==> src/rtl/serial_product_capture_if.sv <==
// serial_product_capture_if: serial product stream in, parallel product handshake out.
interface serial_product_capture_if #(
    parameter int PROD_W = 16
);
    logic              start;
    logic              sum_in;
    logic              out_ready;
    logic              out_valid;
    logic [PROD_W-1:0] product;
    logic              busy;
    logic              overrun;
    modport master (output start, sum_in, out_ready, input out_valid, product, busy, overrun);
    modport slave  (input start, sum_in, out_ready, output out_valid, product, busy, overrun);
endinterface

==> src/rtl/serial_product_capture.sv <==
// serial_product_capture: gathers an LSB-first serial product into a parallel word
// and offers it on a valid/ready handshake, flagging starts that arrive while busy.
module serial_product_capture #(
    parameter int PROD_W = 16,
    parameter int LEAD   = 1
) (
    input logic                    clk,
    input logic                    rst,
    serial_product_capture_if.slave bus
);
    localparam int MX = (LEAD > PROD_W) ? LEAD : PROD_W;
    localparam int CW = $clog2(MX) + 1;
    typedef enum logic [1:0] {IDLE, WAIT, SHIFT, HOLD} state_t;
    state_t            state_q, state_d;
    logic [CW-1:0]     cnt_q, cnt_d;
    logic [PROD_W-2:0] sr_q, sr_d;
    logic [PROD_W-1:0] prod_q, prod_d, nxt;
    logic              valid_q, valid_d, ovr_q, ovr_d, xfer, accept;
    always_ff @(posedge clk or negedge rst) begin
        if (!rst) begin
            state_q <= IDLE;
            cnt_q   <= '0;
            sr_q    <= '0;
            prod_q  <= '0;
            valid_q <= 1'b0;
            ovr_q   <= 1'b0;
        end else begin
            state_q <= state_d;
            cnt_q   <= cnt_d;
            sr_q    <= sr_d;
            prod_q  <= prod_d;
            valid_q <= valid_d;
            ovr_q   <= ovr_d;
        end
    end
    // The shift register keeps only the newest PROD_W-1 bits; the final bit joins on completion.
    always_comb begin
        state_d = state_q;
        cnt_d   = cnt_q;
        sr_d    = sr_q;
        prod_d  = prod_q;
        valid_d = valid_q;
        ovr_d   = ovr_q;
        nxt     = {bus.sum_in, sr_q};
        xfer    = (state_q == HOLD) && valid_q && bus.out_ready;
        accept  = bus.start && ((state_q == IDLE) || xfer);
        case (state_q)
            IDLE: ;
            WAIT: begin
                if (cnt_q == '0) state_d = SHIFT;
                else cnt_d = cnt_q - 1'b1;
            end
            SHIFT: begin
                sr_d = nxt[PROD_W-1:1];
                if (cnt_q == CW'(PROD_W - 1)) begin
                    prod_d  = nxt;
                    valid_d = 1'b1;
                    state_d = HOLD;
                end else cnt_d = cnt_q + 1'b1;
            end
            HOLD: begin
                if (xfer) begin
                    valid_d = 1'b0;
                    state_d = IDLE;
                end
            end
        endcase
        if (accept) begin
            state_d = (LEAD == 0) ? SHIFT : WAIT;
            cnt_d   = (LEAD == 0) ? '0 : CW'(LEAD - 1);
        end
        if (bus.start && !accept) ovr_d = 1'b1;
    end
    assign bus.out_valid = valid_q;
    assign bus.product   = prod_q;
    assign bus.busy      = (state_q == WAIT) || (state_q == SHIFT);
    assign bus.overrun   = ovr_q;
endmodule

==> src/flat_wrapper.sv <==
// flat-port wrapper written by rule: the top's interface ports become plain ports
module serial_product_capture_flat 
#(
    parameter int PROD_W = 16,
    parameter int LEAD   = 1
)
  (clk, rst, bus_start, bus_sum_in, bus_out_ready, bus_out_valid, bus_product, bus_busy, bus_overrun);
  serial_product_capture_if #(.PROD_W(PROD_W)) bus_i ();
  input logic clk;
  input logic rst;
  input wire logic [$bits(bus_i.start)-1:0] bus_start;
  input wire logic [$bits(bus_i.sum_in)-1:0] bus_sum_in;
  input wire logic [$bits(bus_i.out_ready)-1:0] bus_out_ready;
  output wire logic [$bits(bus_i.out_valid)-1:0] bus_out_valid;
  output wire logic [$bits(bus_i.product)-1:0] bus_product;
  output wire logic [$bits(bus_i.busy)-1:0] bus_busy;
  output wire logic [$bits(bus_i.overrun)-1:0] bus_overrun;
  assign bus_i.start = bus_start;
  assign bus_i.sum_in = bus_sum_in;
  assign bus_i.out_ready = bus_out_ready;
  assign bus_out_valid = bus_i.out_valid;
  assign bus_product = bus_i.product;
  assign bus_busy = bus_i.busy;
  assign bus_overrun = bus_i.overrun;
  serial_product_capture #(.PROD_W(PROD_W), .LEAD(LEAD)) u_core (.clk(clk), .rst(rst), .bus(bus_i));
endmodule
==> config.mk <==
export PLATFORM = sky130hd
export DESIGN_NAME = serial_product_capture_flat
export DESIGN_NICKNAME = d
export VERILOG_FILES = /design/src/rtl/serial_product_capture_if.sv /design/src/rtl/serial_product_capture.sv /design/src/flat_wrapper.sv
export SDC_FILE = /design/constraint.sdc
export NUM_CORES = 1
export LEC_CHECK = 0
export ABC_AREA = 1
export BUFFER_PORTS_ARGS = -buffer_cell sky130_fd_sc_hd__buf_2
export CAP_MARGIN = 30
export CORE_UTILIZATION = 45
export DETAILED_ROUTE_END_ITERATION = 10
export PLACE_DENSITY_LB_ADDON = 0.25
export SLEW_MARGIN = 20
export SYNTH_ARGS = -nofsm -noshare
export SYNTH_HDL_FRONTEND = slang
export SYNTH_SLANG_ARGS = --single-unit
export TNS_END_PERCENT = 20
==> constraint.sdc <==
create_clock -name clk -period 4.4 [get_ports clk]
set_input_delay 0.44 -clock clk [delete_from_list [all_inputs] [get_ports clk]]
set_output_delay 0.44 -clock clk [all_outputs]
set_load 0.05 [all_outputs]
* Word level (Yosys, flattened, before mapping) *
Index checks and enable logic that the tools add are counted.

operators by class
  add/subtract/negate cells = 2
  equal/unequal tests = 11
  multiplexer cells = 12
  reductions and logical operators = 16

operator list
  kind                 count
  $mux 5               3
  $pmux 5 s2           1
  $ne 3x1->1 const B   3
  $mux 2               4
  $ne 3x2->1 const B   2
  $pmux 2 s3           1
  $reduce_and 3->1     2
  $add 5x1->5 const B  1
  $eq 5x4->1 const B   1
  $logic_not 5->1      1
  $sub 5x1->5 const B  1
  $eq 2x2->1 const B   2
  $logic_and 1x1->1    4
  $ne 2x1->1 const B   2
  $reduce_and 4->1     1
  $reduce_bool 4->1    1
  $reduce_bool 3->1    1
  $eq 2x1->1 const B   1
  $logic_not 2->1      1
  $logic_or 1x1->1     2
  $mux 1               2
  $pmux 1 s2           1
  $reduce_and 2->1     1
  $reduce_bool 2->1    1
  $logic_not 1->1      1

word-level totals
  register bits after elaboration = 40
  output and inout port bits = 19
  word-level logic and storage cells = 47

* Depth between registers and ports, before layout *
Gate-level depths: netlist of the first run.

  depth after elaboration = 7
  depth in mapped cells = 12

* Least setup slack after synthesis of the first run *
OpenSTA, ideal clock, no wires.

  kind = register to register
  start point = register u_core.state_q[0]
  end point = register u_core.cnt_q[3]
  setup time = 0.065 ns
  arrival = 1.709 ns
  setup slack = 2.626 ns
  stages on the path, launching flop included = 11
  path through = dfrtp_1 -> inv_1 -> ha_1 -> buf_2 -> inv_1 -> ha_1 -> a21oi_1 -> nand3_1 -> a21oi_1 -> nand2_1 -> nand2_1

on the way
  cells in the longest elaborated chain, start to end = 7

RTL lines
  what                                                              RTL line                      source
  start, declared                                                   serial_product_capture.sv:14  state_t state_q, state_d;
  start signal, assigned                                            serial_product_capture.sv:28  state_q <= state_d;
  $eq 2x2->1                                                        serial_product_capture.sv:45  xfer = (state_q == HOLD) && valid_q && bus.out_ready;
  $logic_and 1x1->1 (2 in series)                                   serial_product_capture.sv:45
  $logic_or 1x1->1                                                  serial_product_capture.sv:46  accept = bus.start && ((state_q == IDLE) || xfer);
  $logic_and 1x1->1                                                 serial_product_capture.sv:46
  $ne 3x2->1 (no line) / $reduce_bool 3->1 (equally long branches)  n/a
  $reduce_and 3->1 (no line)                                        n/a
  end signal, assigned                                              serial_product_capture.sv:29  cnt_q <= cnt_d;
  end, declared                                                     serial_product_capture.sv:15  logic [CW-1:0] cnt_q, cnt_d;

Parallel ways exist; a longest one is shown, timed or not.
A chain may end at the register's enable or synchronous reset.

* Worst setup path after layout of the first run *
Same ends and word-level chain as after synthesis.

==> flow_metrics.env, run 1 <==
export IMPL_outcome="completed"
export IMPL_cts_setup_buffers=0
export IMPL_synthArstFlopShare_pct=100.0
export IMPL_crit_chain="inv_1 -> ha_1 -> buf_4 -> inv_1 -> ha_1 -> a21oi_1 -> nand3_1 -> a21oi_1 -> nand2_1 -> nand2_1"
export IMPL_hold_viol_final=0
export IMPL_path_class="flip-flop to flip-flop"
export IMPL_dr_first_iter_drc_count=83
export IMPL_io_pins=24
export IMPL_path_depth=10
export IMPL_clk_pin_slew_ns=0.08
export IMPL_clk_latency_ns=0.30
export IMPL_ctsRootBufferMaster="clkbuf_8"
export IMPL_route_detailed_drc=0
export IMPL_wl_um=3376
export IMPL_ys_seq_area_share_pct=52.36
export IMPL_yosys_cell_types_count=25
export IMPL_dieArea_um2=4513
export IMPL_grt_pass1_vias=1307
export IMPL_relSlewSlack_pct=69.98
export IMPL_fin_tns_setup_ns=0
export IMPL_cts_repair_resized=0
export IMPL_vdd_drop_max_uv=294.9
export IMPL_synth_area_um2=1912
export IMPL_core_area_um2=4029
export IMPL_finalNetCount=246
export IMPL_yosysWarnings=0
export IMPL_worstMarginPinSlew_ns=0.4503
export IMPL_setup_violations=0
export IMPL_via_per_inst=4.919
export IMPL_cellPowerDensity_nw_per_um2=726.7
export IMPL_layout_common_cells="nand2_1, dfrtp_1, inv_1"
export IMPL_ant_nets=0
export IMPL_crit_end="u_core.cnt_q[3]"
export IMPL_cts_buffers=5
export IMPL_finClkSkew_ns=0.004257
export IMPL_grt_antenna_before_repair=0
export IMPL_synth_seq_cells=40
export IMPL_avgRoutedWirePerCell_um=11.89
export IMPL_startpoint_type="flip-flop"
export IMPL_portBuffers=23
export IMPL_syn_num_nets=221
export IMPL_grt_max_degree=41
export IMPL_clockBufferDepth=2
export IMPL_dr_pass1_iters=4
export IMPL_crit_family="buffers and inverters"
export IMPL_critPathSlowestCell="dfrtp_1"
export IMPL_final_common_cell="nand2_1"
export IMPL_maxSlewViolCount=0
export IMPL_regToRegEndpoint="u_core.cnt_q[3]"
export IMPL_cp_max_fo=35
export IMPL_globalplace_congestion=0.8734
export IMPL_total_power_mw=1.594
export IMPL_cts_tree="yes"
export IMPL_syn_area_per_cell_um2=9.192
export IMPL_rsz0062_at_grt="false"
export IMPL_min_path_type="input pin to flip-flop"
export IMPL_dp_hpwl_um=2235
export IMPL_syn_to_final_growth_pct=14.72
export IMPL_slowest_delay_ns=0.42
export IMPL_finalCritPeriodShare_pct=49.25
export IMPL_fin_crit_ns=2.167
export IMPL_p_leak_nw=1.142
export IMPL_syn_inst=208
export IMPL_fmax_ghz=0.4615
export IMPL_num_rows=23
export IMPL_crit_start="u_core.state_q[0]"
export IMPL_cap_violations=0
export IMPL_r2r_start="u_core.state_q[0]"
export IMPL_cp_end_kind="flip-flop"
export IMPL_fp_dieW_um=67.18
export IMPL_reg2reg_slack_ns=2.23
export IMPL_r2r_cells=10
export IMPL_drive_gt1_share_pct=24.36
export IMPL_grt_usage_pct=17.93
export IMPL_synthFlopType="dfrtp_1"
export IMPL_fillers=370
export IMPL_initial_core_util_pct=47.45
export IMPL_worstPathArrival_ns=2.41
export IMPL_n_antenna_cell=0
export IMPL_grt_ovfl_total=0
export IMPL_grt_pass1_wl_um=5865
export IMPL_htreeDepth=2
export IMPL_crit_buf_inv=3
export IMPL_die_h_um=67.18
export IMPL_clock_sinks=40
export IMPL_required_ns=4.64
export IMPL_synth_edff_count=0
export IMPL_vias=1397
flip-flops by register name (all words and copies together) (netlist names):
signal	cells
u_core.sr_q	15
u_core.bus.out_valid	1
u_core.bus.product	16
u_core.cnt_q	5
u_core.bus.overrun	1
u_core.state_q	2
Yosys cell counts (all sizes together) (2+ instances only):
cell	n	area, um^2
buf	6	47.54
nand2	57	226.5
a21oi	3	15.01
nand3	20	110.1
nand4	2	12.51
ha	7	87.58
o21ai	31	211.5
inv	27	101.3
nor2	8	40.04
clkbuf	2	7.510
dfrtp	40	1001
final cells by class:
class	count	area, um^2	share of cell area (%)
multi-input cells	133	754.5	34.40
clock buffers	6	82.58	3.765
inverters	27	101.3	4.621
repair buffers	26	152.6	6.959
flip-flops and latches	40	1001	45.64
well taps	50	62.56	2.852
clock inverters	2	38.79	1.768
power by group:
group	switching [mW]	total, mW	leakage [nW]	internal, mW
combinational	0.494	0.723	0.554	0.229
sequential	0.0760	0.550	0.526	0.474
clock	0.135	0.321	0.0614	0.186
total	0.705	1.59	1.14	0.888
per-layer routing:
layer | GRT usage [%] | vias to the layer above | wire length, um
met4 | 9.043 | 0 | 62
li1 | - | 713 | -
met1 | 23.57 | 648 | 1683
met3 | 5.574 | 6 | 128
met2 | 26.50 | 30 | 1502
met5 | 0 | - | 0
kinds of logic (layout without fill, tap and decap cells):
kind of cell / count (synthesis) / after routing / synth area share [%]
adders and majority gates: 8 / 8 / 5.628
and+or+nand+nor: 87 / 87 / 20.35
buffers and inverters: 35 / 61 / 8.180
xor gates and xnor gates: 1 / 1 / 0.4582
AOI/OAI and AO/OA: 37 / 37 / 13.02
DFF: 40 / 40 / 52.36
how the worst min path moves through the flow:
stage                                 startpoint                      to  slack (ns)  cells after the start
final                                 bus_sum_in         u_core.sr_q[14]        0.38                      3
after floorplan                              rst    u_core.bus.out_valid        0.14                      0
after detailed placement      u_core.bus.overrun      u_core.bus.overrun        0.46                      1
after global placement    u_core.bus.product[15]  u_core.bus.product[15]        0.45                      2
after global routing                  bus_sum_in         u_core.sr_q[14]        0.40                      3
after CTS                                    rst          u_core.sr_q[8]        0.29                      1
worst register-to-register path, cell delays in order (launching register included):
cell	delay, ns
dfrtp_1	0.42
inv_1	0.09
ha_1	0.15
buf_4	0.30
inv_1	0.22
ha_1	0.38
a21oi_1	0.21
nand3_1	0.10
a21oi_1	0.15
nand2_1	0.06
nand2_1	0.06
what timing repair did:
action / in CTS / in global routing
hold buffers: 0 / 1
setup endpoints to repair: 0 / 0
hold endpoints to repair: 0 / 7
per-stage QoR:
stage                     worst slack [ns]  cells  hold WS, ns  util [%]  area (um^2)
after floorplan                      2.626    208       0.1444         -         1912
after global placement               2.347    274       0.4513     50.68         2042
after detailed placement             2.270    274       0.4597     50.68         2042
after CTS                            2.243    282       0.2895     53.70         2163
after global routing                 1.979    284       0.3994     54.44         2193
final                                2.233    284       0.3812     54.44         2193
(Power assumes the default switching activity.)
==> run 2, diff against run 1 <==
clock period = 2.06 ns   (was 4.4 ns; I/O delays follow)
==> flow_metrics.env, run 2 (same netlist as run 1, synthesis figures left out) <==
export IMPL_worstMarginPinSlew_ns=0.5460
export IMPL_grt_pass1_wl_um=5492
export IMPL_htreeDepth=2
export IMPL_share_seq_of_total_power_pct=36.8
export IMPL_grt_antenna_before_repair=0
export IMPL_place_area_um2=2072
export IMPL_fin_crit_ns=1.812
export IMPL_finalNetCount=249
export IMPL_core_area_um2=4029
export IMPL_whs_ns=0.1716
export IMPL_place_inst=278
export IMPL_clock_sinks=40
export IMPL_grt_usage_pct=16.49
export IMPL_cp_end_kind="flip-flop"
export IMPL_clockBufferDepth=2
export IMPL_outcome="completed"
export IMPL_fmax_ghz=0.5518
export IMPL_ctsRootBufferMaster="clkbuf_8"
export IMPL_cts_repair_resized=0
export IMPL_hold_path_depth=3
export IMPL_clk_pin_slew_ns=0.07
export IMPL_syn_to_final_growth_pct=12.96
export IMPL_relSlewSlack_pct=63.60
export IMPL_cp_max_fo=7
export IMPL_dr_pass1_iters=4
export IMPL_dieArea_um2=4513
export IMPL_multi_input_area_um2=754.5
export IMPL_clk_latency_ns=0.28
export IMPL_cts_hold_buf=1
export IMPL_crit_buf_inv=2
export IMPL_via_per_inst=4.703
export IMPL_postLayoutCoreUtil_pct=53.60
export IMPL_finalCritPeriodShare_pct=87.97
export IMPL_cellPowerDensity_nw_per_um2=1483
export IMPL_io_pins=24
export IMPL_vias=1345
export IMPL_design_area_um2=2160
export IMPL_vdd_drop_max_uv=540.7
export IMPL_rsz0062_at_grt="false"
export IMPL_path_class="flip-flop to flip-flop"
export IMPL_avgRoutedWirePerCell_um=11.49
export IMPL_r2r_cells=11
export IMPL_fillers=377
export IMPL_cpMostUsedCell="nand2_1"
export IMPL_cts_setup_buffers=0
export IMPL_r2r_start="u_core.state_q[0]"
export IMPL_reg2reg_slack_ns=0.25
export IMPL_worstPathArrival_ns=2.04
export IMPL_globalplace_congestion=0.8682
export IMPL_finClkSkew_ns=0.003352
export IMPL_final_cells=286
export IMPL_fin_tns_setup_ns=0
export IMPL_switching_share_pct=45.67
export IMPL_portBuffers=23
export IMPL_required_ns=2.28
export IMPL_route_detailed_drc=0
export IMPL_cap_violations=0
export IMPL_final_common_cell="nand2_1"
export IMPL_comb_power_share_pct=48.0
export IMPL_path_depth=11
export IMPL_largest_reg_flops=16
export IMPL_startpoint_type="flip-flop"
export IMPL_p_switching_mw=1.462
export IMPL_crit_end="u_core.cnt_q[4]"
export IMPL_n_antenna_cell=0
export IMPL_power_frac_clock_pct=15.2
export IMPL_num_rows=23
export IMPL_cts_buffers=5
export IMPL_fp_dieW_um=67.18
export IMPL_maxSlewViolCount=0
export IMPL_regToRegEndpoint="u_core.cnt_q[4]"
export IMPL_ant_nets=0
export IMPL_wl_um=3285
export IMPL_dp_hpwl_um=2322
export IMPL_grt_ovfl_total=0
export IMPL_min_path_type="input pin to flip-flop"
export IMPL_slowest_delay_ns=0.40
export IMPL_critPathSlowestCell="dfrtp_1"
export IMPL_crit_start="u_core.state_q[0]"
export IMPL_seq_area_um2=1001
export IMPL_setup_violations=0
export IMPL_crit_family="adder cells"
export IMPL_dr_first_iter_drc_count=70
export IMPL_hold_viol_final=0
export IMPL_crit_chain="inv_1 -> ha_1 -> inv_1 -> ha_1 -> a21oi_1 -> nand2_1 -> nand2_1 -> nand2_1 -> nor2_1 -> nand2_1 -> nand2_1"
export IMPL_grt_pass1_vias=1232
export IMPL_grt_max_degree=35
export IMPL_p_leak_nw=1.130
export IMPL_internal_power_mw=1.740
export IMPL_layout_common_cells="nand2_1, dfrtp_1, inv_1"
export IMPL_die_h_um=67.18
export IMPL_initial_core_util_pct=47.45
export IMPL_cts_tree="yes"
export IMPL_drive_gt1_share_pct=24.58
## run 2: cell count changes in the layout (fill, tap and decap cells not counted)
cell | before | now
buf_12 | 1 | 0
bufinv_16 | 1 | 0
clkbuf_8 | 6 | 5
clkinv_4 | 1 | 0
buf_4 | 1 | 5
clkbuf_1 | 0 | 1
clkinv_2 | 0 | 1
## run 2: power groups by stage
stage	Combinational, mW	Clock (mW)	Sequential (mW)
final	1.54	0.487	1.18
after global routing	1.77	0.537	1.21
after CTS	1.55	0.502	1.18
after detailed placement	1.55	0	1.19
after global placement	1.52	0	1.19
after floorplan	1.11	0	1.31
## run 2: how the worst min path moves through the flow
stage | startpoint | to | slack [ns]
finish | bus_sum_in | u_core.sr_q[14] | 0.17
CTS | bus_sum_in | u_core.sr_q[14] | 0.17
global route | bus_start | u_core.bus.overrun | 0.16
global placement | rst | u_core.state_q[0] | 0.23
floorplan | rst | u_core.bus.out_valid | -0.09
detailed placement | rst | u_core.bus.overrun | 0.23
## run 2: layout make-up
cell class / count / share of cell area, %
Sequential cell: 40 / 46.35
Multi-Input combinational cell: 133 / 34.94
Timing Repair Buffer: 29 / 7.532
Inverter: 27 / 4.693
Clock buffer: 6 / 3.360
Tap cell: 50 / 2.897
Clock inverter: 1 / 0.2317
## run 2: worst min-delay path, delay by kind of cell
family	cells	cell delay (ns)
buffers and inverters	1	0.11
and+or+nand+nor	1	0.05
AOI/OAI and AO/OA	1	0.06
## run 2: stage by stage
step / worst slack [ns] / total power [mW]
after floorplan: 0.2859 / 2.414
after global placement: 0.3383 / 2.710
after detailed placement: 0.2684 / 2.735
after CTS: 0.2502 / 3.229
after global routing: 0.06806 / 3.512
final: 0.2477 / 3.203
## run 2: per-layer routing
| layer | GRT usage (%) | vias up | wire length, um |
|---|---|---|---|
| met1 | 23.08 | 606 | 1724 |
| li1 | - | 716 | - |
| met2 | 25.25 | 19 | 1449 |
| met4 | 4.787 | 0 | 28 |
| met5 | 0 | - | 0 |
| met3 | 4.054 | 4 | 82 |
==> run 3, diff against run 2 <==
ABC_AREA = default   (was 1)
ABC_CLOCK_PERIOD_IN_PS = 2060   (was default)
==> flow_metrics.env, run 3 <==
export IMPL_dp_hpwl_um=2441
export IMPL_vias=1194
export IMPL_core_area_um2=3771
export IMPL_design_area_um2=2130
export IMPL_required_ns=2.28
export IMPL_grt_pass1_wl_um=5892
export IMPL_cellPowerDensity_nw_per_um2=1531
export IMPL_cap_violations=0
export IMPL_internal_power_mw=1.927
export IMPL_route_detailed_drc=0
export IMPL_cts_tree="yes"
export IMPL_fp_dieW_um=65.58
export IMPL_yosysWarnings=0
export IMPL_hold_viol_final=0
export IMPL_worstPathArrival_ns=2.15
export IMPL_syn_area_per_cell_um2=13.18
export IMPL_ys_seq_area_share_pct=55.02
export IMPL_clk_pin_slew_ns=0.07
export IMPL_outcome="completed"
export IMPL_cp_max_fo=7
export IMPL_yosys_cell_types_count=33
export IMPL_finalNetCount=181
export IMPL_grt_max_degree=41
export IMPL_globalplace_congestion=0.8010
export IMPL_initial_core_util_pct=48.24
export IMPL_dieArea_um2=4301
export IMPL_rsz0062_at_grt="false"
export IMPL_synthArstFlopShare_pct=100.0
export IMPL_synthFlopType="dfrtp_1"
export IMPL_ys_top_cells_by_area="dfrtp_1, mux2_2, ha_1, a21oi_1, nand3_1"
export IMPL_synth_top_area_cell="dfrtp_1"
export IMPL_switching_share_pct=40.90
export IMPL_final_cells=217
export IMPL_final_common_cell="dfrtp_1"
export IMPL_cp_end_kind="flip-flop"
export IMPL_dr_pass1_iters=4
export IMPL_finalCritPeriodShare_pct=93.81
export IMPL_maxSlewViolCount=0
export IMPL_min_path_type="input pin to flip-flop"
export IMPL_vdd_drop_max_uv=808.2
export IMPL_syn_inst=138
export IMPL_total_power_mw=3.261
export IMPL_largest_reg_flops=16
export IMPL_relSlewSlack_pct=55.94
export IMPL_die_h_um=65.58
export IMPL_fillers=317
export IMPL_via_per_inst=5.502
export IMPL_p_switching_mw=1.334
export IMPL_fin_tns_setup_ns=0
export IMPL_worstMarginPinSlew_ns=0.6540
export IMPL_num_rows=22
export IMPL_grt_usage_pct=19.12
export IMPL_place_inst=207
export IMPL_place_area_um2=1992
export IMPL_n_antenna_cell=0
export IMPL_grt_pass1_vias=1252
export IMPL_syn_to_final_growth_pct=17.06
export IMPL_grt_antenna_before_repair=0
export IMPL_synth_top_area_share_pct=55.02
export IMPL_htreeDepth=2
export IMPL_clk_latency_ns=0.29
export IMPL_setup_violations=0
export IMPL_fmax_ghz=0.5175
export IMPL_io_pins=24
export IMPL_portBuffers=23
export IMPL_layout_common_cells="dfrtp_1, mux2_2, buf_2"
export IMPL_dr_first_iter_drc_count=85
export IMPL_synth_seq_cells=40
export IMPL_ctsRootBufferMaster="clkbuf_8"
export IMPL_clockBufferDepth=2
export IMPL_synth_area_um2=1819
export IMPL_finClkSkew_ns=0.006804
export IMPL_yosys_cell_count_top_type="dfrtp_1"
export IMPL_clock_sinks=40
export IMPL_ant_nets=0
export IMPL_p_leak_nw=1.054
export IMPL_startpoint_type="flip-flop"
export IMPL_drive_gt1_share_pct=43.79
export IMPL_grt_ovfl_total=0
export IMPL_synthTopCellsByCount="dfrtp_1, mux2_2, ha_1"
export IMPL_syn_num_nets=151
export IMPL_share_seq_of_total_power_pct=38.0
export IMPL_wl_um=3366
export IMPL_fin_crit_ns=1.933
export IMPL_comb_power_share_pct=46.0
export IMPL_cts_buffers=5
export IMPL_power_frac_clock_pct=16.0
export IMPL_synth_edff_count=0
export IMPL_avgRoutedWirePerCell_um=15.51
export IMPL_path_class="flip-flop to flip-flop"
run 3: cell count changes after synthesis, moves of 3 or more:
cell	before	now
a21o_1	0	3
a21oi_1	3	6
buf_6	3	0
inv_1	26	4
mux2_2	0	31
nand2_1	54	4
nand2b_1	0	3
nand3_1	18	5
o21ai_0	16	4
o21ai_2	15	0
run 3: repair_timing:
item / 4_1_cts / 5_1_grt
buffers inserted: 0 / 0
gates resized for setup: 0 / 4
endpoints found under the setup margin: 0 / 3
hold buffers: 0 / 1
hold endpoints to repair: 0 / 5
run 3: cells by family after synthesis:
logic type | count (synthesis) | share of synthesized area [%]
AOI/OAI and AO/OA | 22 | 8.047
and+or+nand+nor | 25 | 8.115
adders and majority gates | 8 | 5.915
muxes | 32 | 19.74
buffers and inverters | 9 | 2.201
xor gates and xnor gates | 2 | 0.9630
DFF | 40 | 55.02
run 3: power by group through the flow:
stage	combinational [mW]	clock, mW	sequential (mW)
final	1.50	0.522	1.24
after global routing	1.66	0.568	1.28
after CTS	1.47	0.544	1.24
after detailed placement	1.47	0	1.25
after global placement	1.38	0	1.23
after floorplan	1.04	0	1.32
run 3: path summary, 6_finish.rpt:
kind                                    start                    end  slack [ns]  depth (start not counted)
min reg2reg                u_core.bus.overrun     u_core.bus.overrun        0.46                          1
max reg2reg                 u_core.state_q[0]        u_core.cnt_q[4]        0.13                          8
max in group asynchronous                 rst  u_core.bus.product[3]        1.36                          3
min                                 bus_start     u_core.bus.overrun        0.14                          2
min in group asynchronous                 rst   u_core.bus.out_valid        0.29                          2
max                         u_core.state_q[0]        u_core.cnt_q[4]        0.13                          8
run 3: critical path, cell delays in order, from the launching register on:
cell	delay, ns
dfrtp_1	0.41
inv_1	0.09
ha_2	0.22
inv_2	0.09
ha_1	0.33
a21oi_1	0.20
and3_2	0.20
o211a_1	0.14
mux2i_1	0.17
run 3: metrics by stage:
step                setup WS, ns  utilization, %  hold WS [ns]
finish                    0.1275           56.47        0.1367
global route             0.01114           56.47        0.1504
CTS                      0.03473           55.28       0.03824
detailed placement       0.05241           52.82        0.3640
global placement          0.1847           52.82        0.3481
floorplan                0.08544               -      -0.08959
run 3: final cells by class:
cell class	count	area (um^2)	area share (%)
multi-input cells	89	793.3	37.25
flip-flops and latches	40	1001	47.00
repair buffers	28	167.7	7.873
well taps	48	60.06	2.820
clock buffers	6	82.58	3.878
inverters	4	15.01	0.7051
clock inverters	2	10.01	0.4700
run 3: routing by layer:
layer | routed length (um) | share of wire [%] | vias up | track usage [%]
met3 | 101 | 3.0 | 10 | 4.167
met5 | 0 | 0 | - | 0
met1 | 1396 | 41 | 598 | 23.17
met4 | 93 | 2.8 | 0 | 12.23
met2 | 1774 | 53 | 22 | 30.67
li1 | - | - | 564 | -
